==> src/rtl/psram_rec_play_ctrl_pkg.sv <==
// Shared types and AXI constants for the PSRAM record/playback sequencer.
package psram_rec_play_ctrl_pkg;

    typedef enum logic [2:0] {
        S_IDLE      = 3'd0,
        S_REC_WAIT  = 3'd1,
        S_REC_AW    = 3'd2,
        S_REC_W     = 3'd3,
        S_REC_B     = 3'd4,
        S_PLAY_AR   = 3'd5,
        S_PLAY_R    = 3'd6,
        S_PLAY_HOLD = 3'd7
    } ctrl_state_e;

    localparam logic [7:0]  AXI_LEN       = 8'd0;
    localparam logic [2:0]  AXI_SIZE      = 3'b010;
    localparam logic [1:0]  AXI_BURST     = 2'b01;
    localparam logic [2:0]  AXI_PROT      = 3'b001;
    localparam logic [1:0]  RESP_OKAY     = 2'b00;
    localparam logic [23:0] BASE_ADDR_DEF = 24'h4;
    localparam int          SAMPLE_W      = 16;

    function automatic logic is_rec(input ctrl_state_e s);
        return (s == S_REC_WAIT) || (s == S_REC_AW) || (s == S_REC_W) || (s == S_REC_B);
    endfunction

    function automatic logic is_play(input ctrl_state_e s);
        return (s == S_PLAY_AR) || (s == S_PLAY_R) || (s == S_PLAY_HOLD);
    endfunction

endpackage

==> src/rtl/psram_rec_play_ctrl_if.sv <==
// AXI4 master-side bundle between the sequencer and the PSRAM slave.
interface psram_rec_play_ctrl_if #(
    parameter int ADDR_W = 24,
    parameter int DATA_W = 32
);
    logic [ADDR_W-1:0]   m_awaddr;
    logic                m_awvalid, m_awready;
    logic [7:0]          m_awlen;
    logic [2:0]          m_awsize, m_awprot;
    logic [1:0]          m_awburst;
    logic [3:0]          m_awid, m_awcache, m_awqos, m_awregion;
    logic                m_awlock;

    logic [DATA_W-1:0]   m_wdata;
    logic [DATA_W/8-1:0] m_wstrb;
    logic                m_wlast, m_wvalid, m_wready;

    logic [1:0]          m_bresp;
    logic                m_bvalid, m_bready;

    logic [ADDR_W-1:0]   m_araddr;
    logic                m_arvalid, m_arready;
    logic [7:0]          m_arlen;
    logic [2:0]          m_arsize, m_arprot;
    logic [1:0]          m_arburst;
    logic [3:0]          m_arid, m_arcache, m_arqos, m_arregion;
    logic                m_arlock;

    logic [DATA_W-1:0]   m_rdata;
    logic [1:0]          m_rresp;
    logic                m_rvalid, m_rready;

    modport master (
        output m_awaddr, m_awvalid, m_awlen, m_awsize, m_awprot, m_awburst,
               m_awid, m_awcache, m_awqos, m_awregion, m_awlock,
        input  m_awready,
        output m_wdata, m_wstrb, m_wlast, m_wvalid,
        input  m_wready,
        input  m_bresp, m_bvalid,
        output m_bready,
        output m_araddr, m_arvalid, m_arlen, m_arsize, m_arprot, m_arburst,
               m_arid, m_arcache, m_arqos, m_arregion, m_arlock,
        input  m_arready,
        input  m_rdata, m_rresp, m_rvalid,
        output m_rready
    );

    modport slave (
        input  m_awaddr, m_awvalid, m_awlen, m_awsize, m_awprot, m_awburst,
               m_awid, m_awcache, m_awqos, m_awregion, m_awlock,
        output m_awready,
        input  m_wdata, m_wstrb, m_wlast, m_wvalid,
        output m_wready,
        output m_bresp, m_bvalid,
        input  m_bready,
        input  m_araddr, m_arvalid, m_arlen, m_arsize, m_arprot, m_arburst,
               m_arid, m_arcache, m_arqos, m_arregion, m_arlock,
        output m_arready,
        output m_rdata, m_rresp, m_rvalid,
        input  m_rready
    );
endinterface

==> src/rtl/psram_rec_play_ctrl.sv <==
// Record/playback sequencer: one single-beat AXI4 write per mic word, one read per playback word.
module psram_rec_play_ctrl
    import psram_rec_play_ctrl_pkg::*;
#(
    parameter int              ADDR_W    = 24,
    parameter int              DATA_W    = 32,
    parameter logic [ADDR_W-1:0] BASE_ADDR = ADDR_W'(BASE_ADDR_DEF),
    parameter int              NUM_WORDS = 195312
) (
    input  logic                clk,
    input  logic                S_AXI_ARESETN,
    input  logic                rec_start,
    input  logic                play_start,
    output logic                rec_busy,
    output logic                play_busy,
    output logic                err,
    input  logic [SAMPLE_W-1:0] smp_in_data,
    input  logic                smp_in_valid,
    output logic                smp_in_ready,
    output logic [SAMPLE_W-1:0] smp_out_data,
    output logic                smp_out_valid,
    input  logic                smp_out_ready,
    psram_rec_play_ctrl_if.master m
);

    localparam int CNT_W = $clog2(NUM_WORDS + 1);

    ctrl_state_e         r_state, w_nxt;
    logic [ADDR_W-1:0]   r_addr;
    logic [CNT_W-1:0]    r_cnt;
    logic [CNT_W-1:0]    w_cnt_inc;
    logic                w_last, w_step, w_start;
    logic                r_err, r_rec_busy, r_play_busy;
    logic [DATA_W-1:0]   r_wdata;
    logic [DATA_W/8-1:0] r_wstrb;
    logic                r_wlast;
    logic [SAMPLE_W-1:0] r_sout;

    assign w_cnt_inc = r_cnt + CNT_W'(1);
    assign w_last    = (w_cnt_inc == CNT_W'(NUM_WORDS));
    assign w_start   = (r_state == S_IDLE) && (rec_start || play_start);

    always_comb begin
        w_nxt  = r_state;
        w_step = 1'b0;
        case (r_state)
            S_IDLE:      if (rec_start)          w_nxt = S_REC_WAIT;
                         else if (play_start)    w_nxt = S_PLAY_AR;
            S_REC_WAIT:  if (smp_in_valid)       w_nxt = S_REC_AW;
            S_REC_AW:    if (m.m_awready)        w_nxt = S_REC_W;
            S_REC_W:     if (m.m_wready)         w_nxt = S_REC_B;
            S_REC_B:     if (m.m_bvalid) begin
                             w_step = 1'b1;
                             w_nxt  = w_last ? S_IDLE : S_REC_WAIT;
                         end
            S_PLAY_AR:   if (m.m_arready)        w_nxt = S_PLAY_R;
            S_PLAY_R:    if (m.m_rvalid)         w_nxt = S_PLAY_HOLD;
            S_PLAY_HOLD: if (smp_out_ready) begin
                             w_step = 1'b1;
                             w_nxt  = w_last ? S_IDLE : S_PLAY_AR;
                         end
            default:                             w_nxt = S_IDLE;
        endcase
    end

    always_ff @(posedge clk) begin
        if (!S_AXI_ARESETN) begin
            r_state     <= S_IDLE;
            r_addr      <= BASE_ADDR;
            r_cnt       <= '0;
            r_err       <= 1'b0;
            r_rec_busy  <= 1'b0;
            r_play_busy <= 1'b0;
            r_wdata     <= '0;
            r_wstrb     <= '0;
            r_wlast     <= 1'b0;
            r_sout      <= '0;
        end else begin
            r_state     <= w_nxt;
            r_rec_busy  <= is_rec(w_nxt);
            r_play_busy <= is_play(w_nxt);
            if (w_start) begin
                r_addr <= BASE_ADDR;
                r_cnt  <= '0;
            end else if (w_step) begin
                // address wraps silently at 2^ADDR_W
                r_addr <= r_addr + ADDR_W'(4);
                r_cnt  <= w_cnt_inc;
            end
            if (r_state == S_REC_WAIT && smp_in_valid) begin
                r_wdata <= {smp_in_data, {(DATA_W-SAMPLE_W){1'b0}}};
                r_wstrb <= {2'b11, {(DATA_W/8-2){1'b0}}};
                r_wlast <= 1'b1;
            end
            if (r_state == S_REC_B && m.m_bvalid && m.m_bresp != RESP_OKAY)
                r_err <= 1'b1;
            if (r_state == S_PLAY_R && m.m_rvalid) begin
                r_sout <= m.m_rdata[DATA_W-1 -: SAMPLE_W];
                if (m.m_rresp != RESP_OKAY) r_err <= 1'b1;
            end
        end
    end

    assign rec_busy      = r_rec_busy;
    assign play_busy     = r_play_busy;
    assign err           = r_err;
    assign smp_in_ready  = (r_state == S_REC_WAIT);
    assign smp_out_valid = (r_state == S_PLAY_HOLD);
    assign smp_out_data  = r_sout;

    assign m.m_awaddr   = r_addr;
    assign m.m_awvalid  = (r_state == S_REC_AW);
    assign m.m_wdata    = r_wdata;
    assign m.m_wstrb    = r_wstrb;
    assign m.m_wlast    = r_wlast;
    assign m.m_wvalid   = (r_state == S_REC_W);
    assign m.m_bready   = (r_state == S_REC_B);
    assign m.m_araddr   = r_addr;
    assign m.m_arvalid  = (r_state == S_PLAY_AR);
    assign m.m_rready   = (r_state == S_PLAY_R);

    assign m.m_awlen    = AXI_LEN;
    assign m.m_awsize   = AXI_SIZE;
    assign m.m_awburst  = AXI_BURST;
    assign m.m_awprot   = AXI_PROT;
    assign m.m_awid     = '0;
    assign m.m_awcache  = '0;
    assign m.m_awqos    = '0;
    assign m.m_awregion = '0;
    assign m.m_awlock   = 1'b0;
    assign m.m_arlen    = AXI_LEN;
    assign m.m_arsize   = AXI_SIZE;
    assign m.m_arburst  = AXI_BURST;
    assign m.m_arprot   = AXI_PROT;
    assign m.m_arid     = '0;
    assign m.m_arcache  = '0;
    assign m.m_arqos    = '0;
    assign m.m_arregion = '0;
    assign m.m_arlock   = 1'b0;

endmodule
==> src/flat_wrapper.sv <==
// flat-port wrapper written by rule: the top's interface ports become plain ports
module psram_rec_play_ctrl_flat import psram_rec_play_ctrl_pkg::*;
#(
    parameter int              ADDR_W    = 24,
    parameter int              DATA_W    = 32,
    parameter logic [ADDR_W-1:0] BASE_ADDR = ADDR_W'(BASE_ADDR_DEF),
    parameter int              NUM_WORDS = 195312
)
  (clk, S_AXI_ARESETN, rec_start, play_start, rec_busy, play_busy, err, smp_in_data, smp_in_valid, smp_in_ready, smp_out_data, smp_out_valid, smp_out_ready, m_m_awaddr, m_m_awvalid, m_m_awlen, m_m_awsize, m_m_awprot, m_m_awburst, m_m_awid, m_m_awcache, m_m_awqos, m_m_awregion, m_m_awlock, m_m_awready, m_m_wdata, m_m_wstrb, m_m_wlast, m_m_wvalid, m_m_wready, m_m_bresp, m_m_bvalid, m_m_bready, m_m_araddr, m_m_arvalid, m_m_arlen, m_m_arsize, m_m_arprot, m_m_arburst, m_m_arid, m_m_arcache, m_m_arqos, m_m_arregion, m_m_arlock, m_m_arready, m_m_rdata, m_m_rresp, m_m_rvalid, m_m_rready);
  psram_rec_play_ctrl_if #(.ADDR_W(ADDR_W), .DATA_W(DATA_W)) m_i ();
  input  logic clk;
  input  logic S_AXI_ARESETN;
  input  logic rec_start;
  input  logic play_start;
  output logic rec_busy;
  output logic play_busy;
  output logic err;
  input  logic [SAMPLE_W-1:0] smp_in_data;
  input  logic smp_in_valid;
  output logic smp_in_ready;
  output logic [SAMPLE_W-1:0] smp_out_data;
  output logic smp_out_valid;
  input  logic smp_out_ready;
  output wire logic [$bits(m_i.m_awaddr)-1:0] m_m_awaddr;
  output wire logic [$bits(m_i.m_awvalid)-1:0] m_m_awvalid;
  output wire logic [$bits(m_i.m_awlen)-1:0] m_m_awlen;
  output wire logic [$bits(m_i.m_awsize)-1:0] m_m_awsize;
  output wire logic [$bits(m_i.m_awprot)-1:0] m_m_awprot;
  output wire logic [$bits(m_i.m_awburst)-1:0] m_m_awburst;
  output wire logic [$bits(m_i.m_awid)-1:0] m_m_awid;
  output wire logic [$bits(m_i.m_awcache)-1:0] m_m_awcache;
  output wire logic [$bits(m_i.m_awqos)-1:0] m_m_awqos;
  output wire logic [$bits(m_i.m_awregion)-1:0] m_m_awregion;
  output wire logic [$bits(m_i.m_awlock)-1:0] m_m_awlock;
  input wire logic [$bits(m_i.m_awready)-1:0] m_m_awready;
  output wire logic [$bits(m_i.m_wdata)-1:0] m_m_wdata;
  output wire logic [$bits(m_i.m_wstrb)-1:0] m_m_wstrb;
  output wire logic [$bits(m_i.m_wlast)-1:0] m_m_wlast;
  output wire logic [$bits(m_i.m_wvalid)-1:0] m_m_wvalid;
  input wire logic [$bits(m_i.m_wready)-1:0] m_m_wready;
  input wire logic [$bits(m_i.m_bresp)-1:0] m_m_bresp;
  input wire logic [$bits(m_i.m_bvalid)-1:0] m_m_bvalid;
  output wire logic [$bits(m_i.m_bready)-1:0] m_m_bready;
  output wire logic [$bits(m_i.m_araddr)-1:0] m_m_araddr;
  output wire logic [$bits(m_i.m_arvalid)-1:0] m_m_arvalid;
  output wire logic [$bits(m_i.m_arlen)-1:0] m_m_arlen;
  output wire logic [$bits(m_i.m_arsize)-1:0] m_m_arsize;
  output wire logic [$bits(m_i.m_arprot)-1:0] m_m_arprot;
  output wire logic [$bits(m_i.m_arburst)-1:0] m_m_arburst;
  output wire logic [$bits(m_i.m_arid)-1:0] m_m_arid;
  output wire logic [$bits(m_i.m_arcache)-1:0] m_m_arcache;
  output wire logic [$bits(m_i.m_arqos)-1:0] m_m_arqos;
  output wire logic [$bits(m_i.m_arregion)-1:0] m_m_arregion;
  output wire logic [$bits(m_i.m_arlock)-1:0] m_m_arlock;
  input wire logic [$bits(m_i.m_arready)-1:0] m_m_arready;
  input wire logic [$bits(m_i.m_rdata)-1:0] m_m_rdata;
  input wire logic [$bits(m_i.m_rresp)-1:0] m_m_rresp;
  input wire logic [$bits(m_i.m_rvalid)-1:0] m_m_rvalid;
  output wire logic [$bits(m_i.m_rready)-1:0] m_m_rready;
  assign m_m_awaddr = m_i.m_awaddr;
  assign m_m_awvalid = m_i.m_awvalid;
  assign m_m_awlen = m_i.m_awlen;
  assign m_m_awsize = m_i.m_awsize;
  assign m_m_awprot = m_i.m_awprot;
  assign m_m_awburst = m_i.m_awburst;
  assign m_m_awid = m_i.m_awid;
  assign m_m_awcache = m_i.m_awcache;
  assign m_m_awqos = m_i.m_awqos;
  assign m_m_awregion = m_i.m_awregion;
  assign m_m_awlock = m_i.m_awlock;
  assign m_i.m_awready = m_m_awready;
  assign m_m_wdata = m_i.m_wdata;
  assign m_m_wstrb = m_i.m_wstrb;
  assign m_m_wlast = m_i.m_wlast;
  assign m_m_wvalid = m_i.m_wvalid;
  assign m_i.m_wready = m_m_wready;
  assign m_i.m_bresp = m_m_bresp;
  assign m_i.m_bvalid = m_m_bvalid;
  assign m_m_bready = m_i.m_bready;
  assign m_m_araddr = m_i.m_araddr;
  assign m_m_arvalid = m_i.m_arvalid;
  assign m_m_arlen = m_i.m_arlen;
  assign m_m_arsize = m_i.m_arsize;
  assign m_m_arprot = m_i.m_arprot;
  assign m_m_arburst = m_i.m_arburst;
  assign m_m_arid = m_i.m_arid;
  assign m_m_arcache = m_i.m_arcache;
  assign m_m_arqos = m_i.m_arqos;
  assign m_m_arregion = m_i.m_arregion;
  assign m_m_arlock = m_i.m_arlock;
  assign m_i.m_arready = m_m_arready;
  assign m_i.m_rdata = m_m_rdata;
  assign m_i.m_rresp = m_m_rresp;
  assign m_i.m_rvalid = m_m_rvalid;
  assign m_m_rready = m_i.m_rready;
  psram_rec_play_ctrl #(.ADDR_W(ADDR_W), .DATA_W(DATA_W), .BASE_ADDR(BASE_ADDR), .NUM_WORDS(NUM_WORDS)) u_core (.clk(clk), .S_AXI_ARESETN(S_AXI_ARESETN), .rec_start(rec_start), .play_start(play_start), .rec_busy(rec_busy), .play_busy(play_busy), .err(err), .smp_in_data(smp_in_data), .smp_in_valid(smp_in_valid), .smp_in_ready(smp_in_ready), .smp_out_data(smp_out_data), .smp_out_valid(smp_out_valid), .smp_out_ready(smp_out_ready), .m(m_i));
endmodule
==> config.mk <==
export PLATFORM = sky130hd
export DESIGN_NAME = psram_rec_play_ctrl_flat
export DESIGN_NICKNAME = d
export VERILOG_FILES = /design/src/rtl/psram_rec_play_ctrl_pkg.sv /design/src/rtl/psram_rec_play_ctrl_if.sv /design/src/rtl/psram_rec_play_ctrl.sv /design/src/flat_wrapper.sv
export SDC_FILE = /design/constraint.sdc
export NUM_CORES = 1
export LEC_CHECK = 0
export CORE_MARGIN = 5
export CORE_UTILIZATION = 39
export CTS_BUF_LIST = sky130_fd_sc_hd__clkbuf_16
export CTS_CLUSTER_SIZE = 30
export DETAILED_ROUTE_END_ITERATION = 16
export PLACE_DENSITY = 0.92
export SYNTH_ARGS = -nofsm -noshare
export SYNTH_HDL_FRONTEND = slang
export SYNTH_SLANG_ARGS = --single-unit
==> constraint.sdc <==
create_clock -name clk -period 2.3 [get_ports clk]
set_input_delay 0.23 -clock clk [delete_from_list [all_inputs] [get_ports clk]]
set_output_delay 0.23 -clock clk [all_outputs]
set_load 0.005 [all_outputs]
==> summary.md, run 1 <==
| Metric | Value |
|---|---|
| Status | finished clean |
| WHS Endpoint | u_core.smp_out_data[12] |
| Min-delay src | m_m_rdata[28] |
| Reg2reg start | u_core.r_cnt[0] |
| Critical Path AT | 1.93 ns |
| Leak Pwr | 2.06 nW |
| CTS Buf Count | 9 |
| Ys flop type | dfxtp_1 |
| Ys async rst share | 0% |
| Share of layout cells above drive strength 1 | 6.41% |
| Syn-to-layout area delta | 30.2% |
| Clk root buf | clkbuf_16 |
| Layout filler cell count | 977 |
| WP data required | 2.07 ns |
| Worst-Margin Slew | 0.635 ns |
| Vias | 3700 |
| Final Max Tran Viols | 0 |
| Die footprint | 13500 µm² |
| IO Port Bufs | 135 |
| Critical path fanouts, max | 19 |
| IO Pins | 240 |
| Die Width | 116 µm |
| Avg Cell Area, Syn | 7.88 µm² |
| First drt pass iteration count | 4 |
| First-pass GRT wire length | 16300 µm |
| Final setup vio count | 0 |
| Clk pin slew, worst setup/hold paths | 0.06 ns |
| Initial antenna violation count | 0 |
| Routed Antenna Nets | 0 |
| #FFs+latches synth | 79 |
| Sequential fraction of the synthesis area | 36.1% |
| Min-Delay Path Class | input pin to flop |
| Critical path origin | u_core.r_state[2] |
| Synth Instances | 557 |
| Fin util | 52.2% |
| H-tree depth | 3 |
| Reg2Reg Setup Slack | 0.15 ns |
| Slew Limit Headroom | 57.6% |
| Post-synth EDFFs | 0 |
| Skew final | 0.0107 ns |
| Setup WS pre-CTS | 0.0968 ns |
| Final hold violation count | 0 |
| Starting Density | 40.1% |
| Hold depth | 3 |
| Vias in the first global route | 3355 |
| MaxCap Viol Count | 0 |
| Clock network latency to the later pin of the worst-skew pair | 0.33 ns |
| Fmax | 463 MHz |
| Ys Warns | 0 |
| R2R Path End | u_core.rec_busy |
| Max Root-Sink Buffers | 2 |
| Tmin final | 2.16 ns |
| CTS tree | yes |
| Overflow after GRT | 0 |
| Via density | 4.56 |
| ANT cells | 0 |
| CP Class | flop to output port |
| HPWL after DPL | 8330 µm |
| Core Region | 10900 µm² |
| Distinct cells, synth | 53 |
| Die Height | 116 µm |
| Gp weighted congestion | 0.822 |
| Row count | 38 |
| Largest net degree at the start of global routing | 41 |
| Starting DRT DRC Count | 182 |
| Total Wirelength | 10900 µm |
| Critical path startpoint category | flop |
| Power density over the cells | 597 nW/µm² |
| Critical path endpoint category | output port |
| Synthesized area | 4390 µm² |
| IR drop worst, VDD | 389 µV |
| Num Clock Sinks | 79 |
| DRC viols | 0 |
| Reg2reg path depth | 7 |
| Nets | 732 |
| Final period utilization | 94.0% |
| Routed len/inst | 13.5 µm |
| Overall routing resource usage | 15.1% |
| Setup ws final | 0.138 ns |
## power by group
part	internal [mW]	switching [mW]
clock	0.831	0.539
combinational	0.277	0.277
sequential	1.42	0.0659
total	2.53	0.882
## layer usage
metal  global-route usage (%)  vias to the layer above  wire length [µm]
li1                         -                     1868                 -
met1                     17.9                     1685              4220
met2                     26.6                      135              5730
met3                     3.29                       12               813
met4                     5.57                        0               189
met5                        0                        -                 0
## sequential cells by signal, summed over array words and instances, names as in the netlist
register             flops
u_core.rec_busy          1
u_core.m.m_araddr       22
u_core.m.m_wstrb         1
u_core.play_busy         1
u_core.r_cnt            18
u_core.r_state           3
u_core.m.m_wdata        16
u_core.err               1
u_core.smp_out_data     16
## placed cells by master (no fill, tap or decap), drive strengths merged, types with 2 or more instances in the layout
cell,netlist,final
or3,5,5
nor3b,5,5
nand3b,2,2
clkdlybuf4s50,0,135
inv,7,8
o31ai,2,2
nor2,49,49
dfxtp,79,79
nor3,7,7
a21oi,43,43
and2,4,4
ha,2,2
nand2,95,95
nand2b,3,3
nand4,13,13
o21ai,8,8
o31a,2,2
conb,2,88
or2,6,6
clkinv,0,3
o2111ai,3,3
a31oi,5,5
xor2,20,20
clkbuf,17,9
nor4,4,4
buf,121,16
and3,6,6
or4,2,2
and4,2,2
nand3,11,11
xnor2,17,17
## cell type report
class	instances	area (µm²)	area share [%]
Clock buffer	9	225	3.94
Tap cell	140	175	3.07
Sequential cell	79	1580	27.7
Multi-Input combinational cell	419	2170	38.0
Inverter	7	26.3	0.460
Clock inverter	6	61.3	1.07
Timing Repair Buffer	151	1470	25.8
## repair_timing
| item | in CTS | in global routing |
|---|---|---|
| setup endpoints to repair | 0 | 4 |
| buffers inserted | 0 | 0 |
| endpoints found under the hold margin | 0 | 0 |
| gates resized for setup | 0 | 2 |
| hold buffers | 0 | 0 |
## how the worst max path moves through the flow
stage / slack, ns / depth (start not counted) / endpoint
floorplan: 0.23 / 8 / u_core.r_state[0]
global placement: 0.13 / 7 / u_core.m.m_araddr[16]
detailed placement: 0.1 / 7 / u_core.m.m_araddr[12]
CTS: 0.07 / 6 / u_core.r_state[0]
global route: -0.02 / 7 / u_core.r_state[0]
finish: 0.14 / 2 / smp_out_valid
## metrics by stage
stage | area, µm² | std cells | TNS (ns) | power (mW) | hold slack, ns
finish | 5710 | 811 | 0 | 3.41 | 0.440
floorplan | 4710 | 643 | 0 | 1.89 | 0.366
global placement | 5420 | 796 | 0 | 2.05 | 0.441
global route | 5710 | 811 | -0.0221 | 3.57 | 0.443
CTS | 5700 | 811 | 0 | 3.44 | 0.430
detailed placement | 5420 | 796 | 0 | 2.06 | 0.446
## Yosys cell counts, drive strengths merged, types with 6 or more instances
cell	n	area share (%)
buf	121	20
nor2	49	4.2
nand2	95	8.1
xor2	20	4.0
dfxtp	79	36
and3	6	0.88
a21oi	43	4.9
inv	7	0.60
nand3	11	1.4
clkbuf	17	1.5
xnor2	17	3.4
o21ai	8	0.91
nor3	7	0.80
nand4	13	1.9
or2	6	0.86
## critical path, stage by stage (launching register included)
cell and delay (ns):
dfxtp_1 0.72, and3_1 0.34, clkdlybuf4s50_1 0.54
## kinds of logic (layout without fill, tap and decap cells)
kind of cell | Yosys count | in the layout | synth area share [%]
simple gates | 218 | 218 | 23.3
compound gates | 72 | 72 | 9.84
mux | 2 | 2 | 0.485
other cells | 2 | 88 | 0.171
fa+ha+maj | 2 | 2 | 0.570
xor+xnor | 37 | 37 | 7.39
buf+inv | 145 | 173 | 22.2
flops | 79 | 79 | 36.1
(Power assumes the default switching activity.)
==> run 2: changes to the inputs <==
CORE_UTILIZATION = 40   (was 39)
PLACE_DENSITY = 0.93   (was 0.92)
clock period = 2.8 ns   (was 2.3 ns; I/O delays follow)
==> summary.md, run 2 (synthesis gave the netlist of run 1 again) <==
| Metric | Value |
|---|---|
| Slew Limit Headroom | 56.0% (-1.6 points) |
| CTS resizes | 0 (unchanged) |
| RSZ-0062 raised after global routing | false |
| Power Total | 2.90 mW (-15%) |
| Worst-Margin Slew | 0.659 ns (+0.0233 ns) |
| Die Width | 115 µm (-1.2%) |
| Largest net degree at the start of global routing | 41 (unchanged) |
| Reg2reg path depth | 7 (unchanged) |
| WP data required | 2.98 ns (+0.91 ns) |
| Nets | 723 (-1.2%) |
| H-tree depth | 3 (unchanged) |
| Vias in the first global route | 3395 (+1.2%) |
| Gp weighted congestion | 0.859 (+4.5%) |
| Tmin final | 2.41 ns |
| Status | finished clean |
| DRC viols | 0 (unchanged) |
| MaxCap Viol Count | 0 (unchanged) |
| Final Max Tran Viols | 0 (unchanged) |
| Post-route design area | 5660 µm² (-0.96%) |
| IO Port Bufs | 135 (unchanged) |
| Layout filler cell count | 962 (-1.5%) |
| HPWL after DPL | 8360 µm (+0.38%) |
| CP Class | flop to flop |
| Critical path fanouts, max | 8 (-11) |
| CTS Hold Buffers Added | 0 (unchanged) |
| Core Region | 10800 µm² (-1.3%) |
| Setup TNS | 0 ns (unchanged) |
| Post-CTS Setup Inserts | 0 (unchanged) |
| First drt pass iteration count | 4 (unchanged) |
| IR drop worst, VDD | 362 µV (-6.8%) |
| Via density | 4.70 (+3.1%) |
| Reg2Reg Setup Slack | 0.39 ns (+0.24 ns) |
| First-pass GRT wire length | 16700 µm (+2.2%) |
| Register area | 1580 µm² (unchanged) |
| Largest register FFs | 22 (unchanged) |
| Clock network latency to the later pin of the worst-skew pair | 0.33 ns (about the same) |
| R2R Path End | u_core.play_busy |
| Starting Density | 40.6% (+0.53 points) |
| Skew final | 0.00998 ns (-0.000712 ns) |
| Critical path startpoint category | flop |
| CTS tree | yes |
| Power density over the cells | 513 nW/µm² (-14%) |
| Leak Pwr | 2.02 nW (-1.9%) |
| Final setup vio count | 0 (unchanged) |
| Clk pin slew, worst setup/hold paths | 0.06 ns (about the same) |
| Overall routing resource usage | 15.7% (+0.65 points) |
| CTS Buf Count | 9 (unchanged) |
| Fin util | 52.4% (+0.18 points) |
| Critical path endpoint category | flop |
| Placed instance area | 5350 µm² (-1.2%) |
| Overflow after GRT | 0 (unchanged) |
| Critical Path End | u_core.play_busy |
| Commonest non-fill, non-tap cell in the layout | clkdlybuf4s50_1 |
| Die footprint | 13200 µm² (-2.3%) |
| Clk root buf | clkbuf_16 |
| Initial antenna violation count | 1 (+1) |
| Total Wirelength | 11200 µm (+2.4%) |
| IO Pins | 240 (unchanged) |
| Row count | 38 (unchanged) |
| ANT cells | 0 (unchanged) |
| Multi-input logic area | 2160 µm² (-0.52%) |
| Final hold violation count | 0 (unchanged) |
| Most frequent cells in the layout | 135 x clkdlybuf4s50_1, 95 x nand2_1, 88 x conb_1, 79 x dfxtp_1, 49 x nor2_1 |
| Reg2reg start | u_core.r_cnt[0] |
| Max Root-Sink Buffers | 2 (unchanged) |
| Final period utilization | 86.0% |
| Routed len/inst | 14.0 µm (+3.6%) |
| Num Clock Sinks | 79 (unchanged) |
| WHS | 0.453 ns (+0.0129 ns) |
| Critical Path AT | 2.59 ns (+0.66 ns) |
| Syn-to-layout area delta | 29.0% |
| Fmax | 415 MHz |
| Routed Antenna Nets | 0 (unchanged) |
| Vias | 3771 (+1.9%) |
| Min-Delay Path Class | flop to flop |
| Die Height | 115 µm (-1.2%) |
| Share of layout cells above drive strength 1 | 4.68% (-1.7 points) |
| Starting DRT DRC Count | 223 (+23%) |
| Critical path origin | u_core.r_cnt[0] |
## run 2: changes by cell type in the layout (fill, tap and decap cells not counted)
| cell | previous run | this run |
|---|---|---|
| clkinv_2 | 3 | 1 |
| buf_4 | 16 | 7 |
| nor4_2 | 1 | 0 |
| o31ai_2 | 1 | 0 |
| bufinv_16 | 1 | 2 |
| clkinv_1 | 0 | 1 |
| nor4_1 | 3 | 4 |
| o31ai_1 | 1 | 2 |
## run 2: worst min path at each step
stage / start / endpoint / slack (ns) / cells past startpoint
after floorplan: smp_in_data[0] / u_core.m.m_wdata[16] / 0.42 / 2
after global placement: u_core.smp_out_data[12] / u_core.smp_out_data[12] / 0.44 / 2
after detailed placement: u_core.smp_out_data[13] / u_core.smp_out_data[13] / 0.45 / 2
after CTS: u_core.smp_out_data[12] / u_core.smp_out_data[12] / 0.45 / 2
after global routing: u_core.smp_out_data[11] / u_core.smp_out_data[11] / 0.48 / 2
final: u_core.smp_out_data[13] / u_core.smp_out_data[13] / 0.45 / 2
## run 2: cell type report
class | count | share of cell area, %
timing repair buffer | 142 | 24.8
multi-input combinational | 419 | 38.2
sequential | 79 | 28.0
clock inverter | 6 | 1.50
inverter | 7 | 0.464
tap | 140 | 3.10
clock buffer | 9 | 3.98
## run 2: per-stage QoR
| stage | cells | setup slack [ns] |
|---|---|---|
| 5_1_grt | 802 | 0.171 |
| 6_report | 802 | 0.393 |
| 3_5_place_dp | 787 | 0.531 |
| 3_3_place_gp | 787 | 0.541 |
| 4_1_cts | 802 | 0.450 |
| 2_1_floorplan | 643 | 0.735 |
## run 2: layer usage
metal,track usage (%),part of all wire [%],wire length [µm]
met1,17.6,38,4240
met2,28.6,52,5880
met3,3.86,7.8,875
met4,6.03,1.9,213
met5,0,0.12,13
## run 2: worst max-delay path, cell delays in order (launching register included)
cell     delay (ns)
dfxtp_1        0.43
ha_1           0.35
nand3_1        0.15
nor3_1         0.36
mux2i_1        0.29
nand2_1        0.10
o31ai_1        0.44
a21oi_1        0.15
## run 2: power by group
| part | leakage, nW | internal [mW] | switching [mW] |
|---|---|---|---|
| clock network | 0.149 | 0.774 | 0.453 |
| logic | 1.23 | 0.225 | 0.227 |
| registers | 0.639 | 1.17 | 0.0559 |
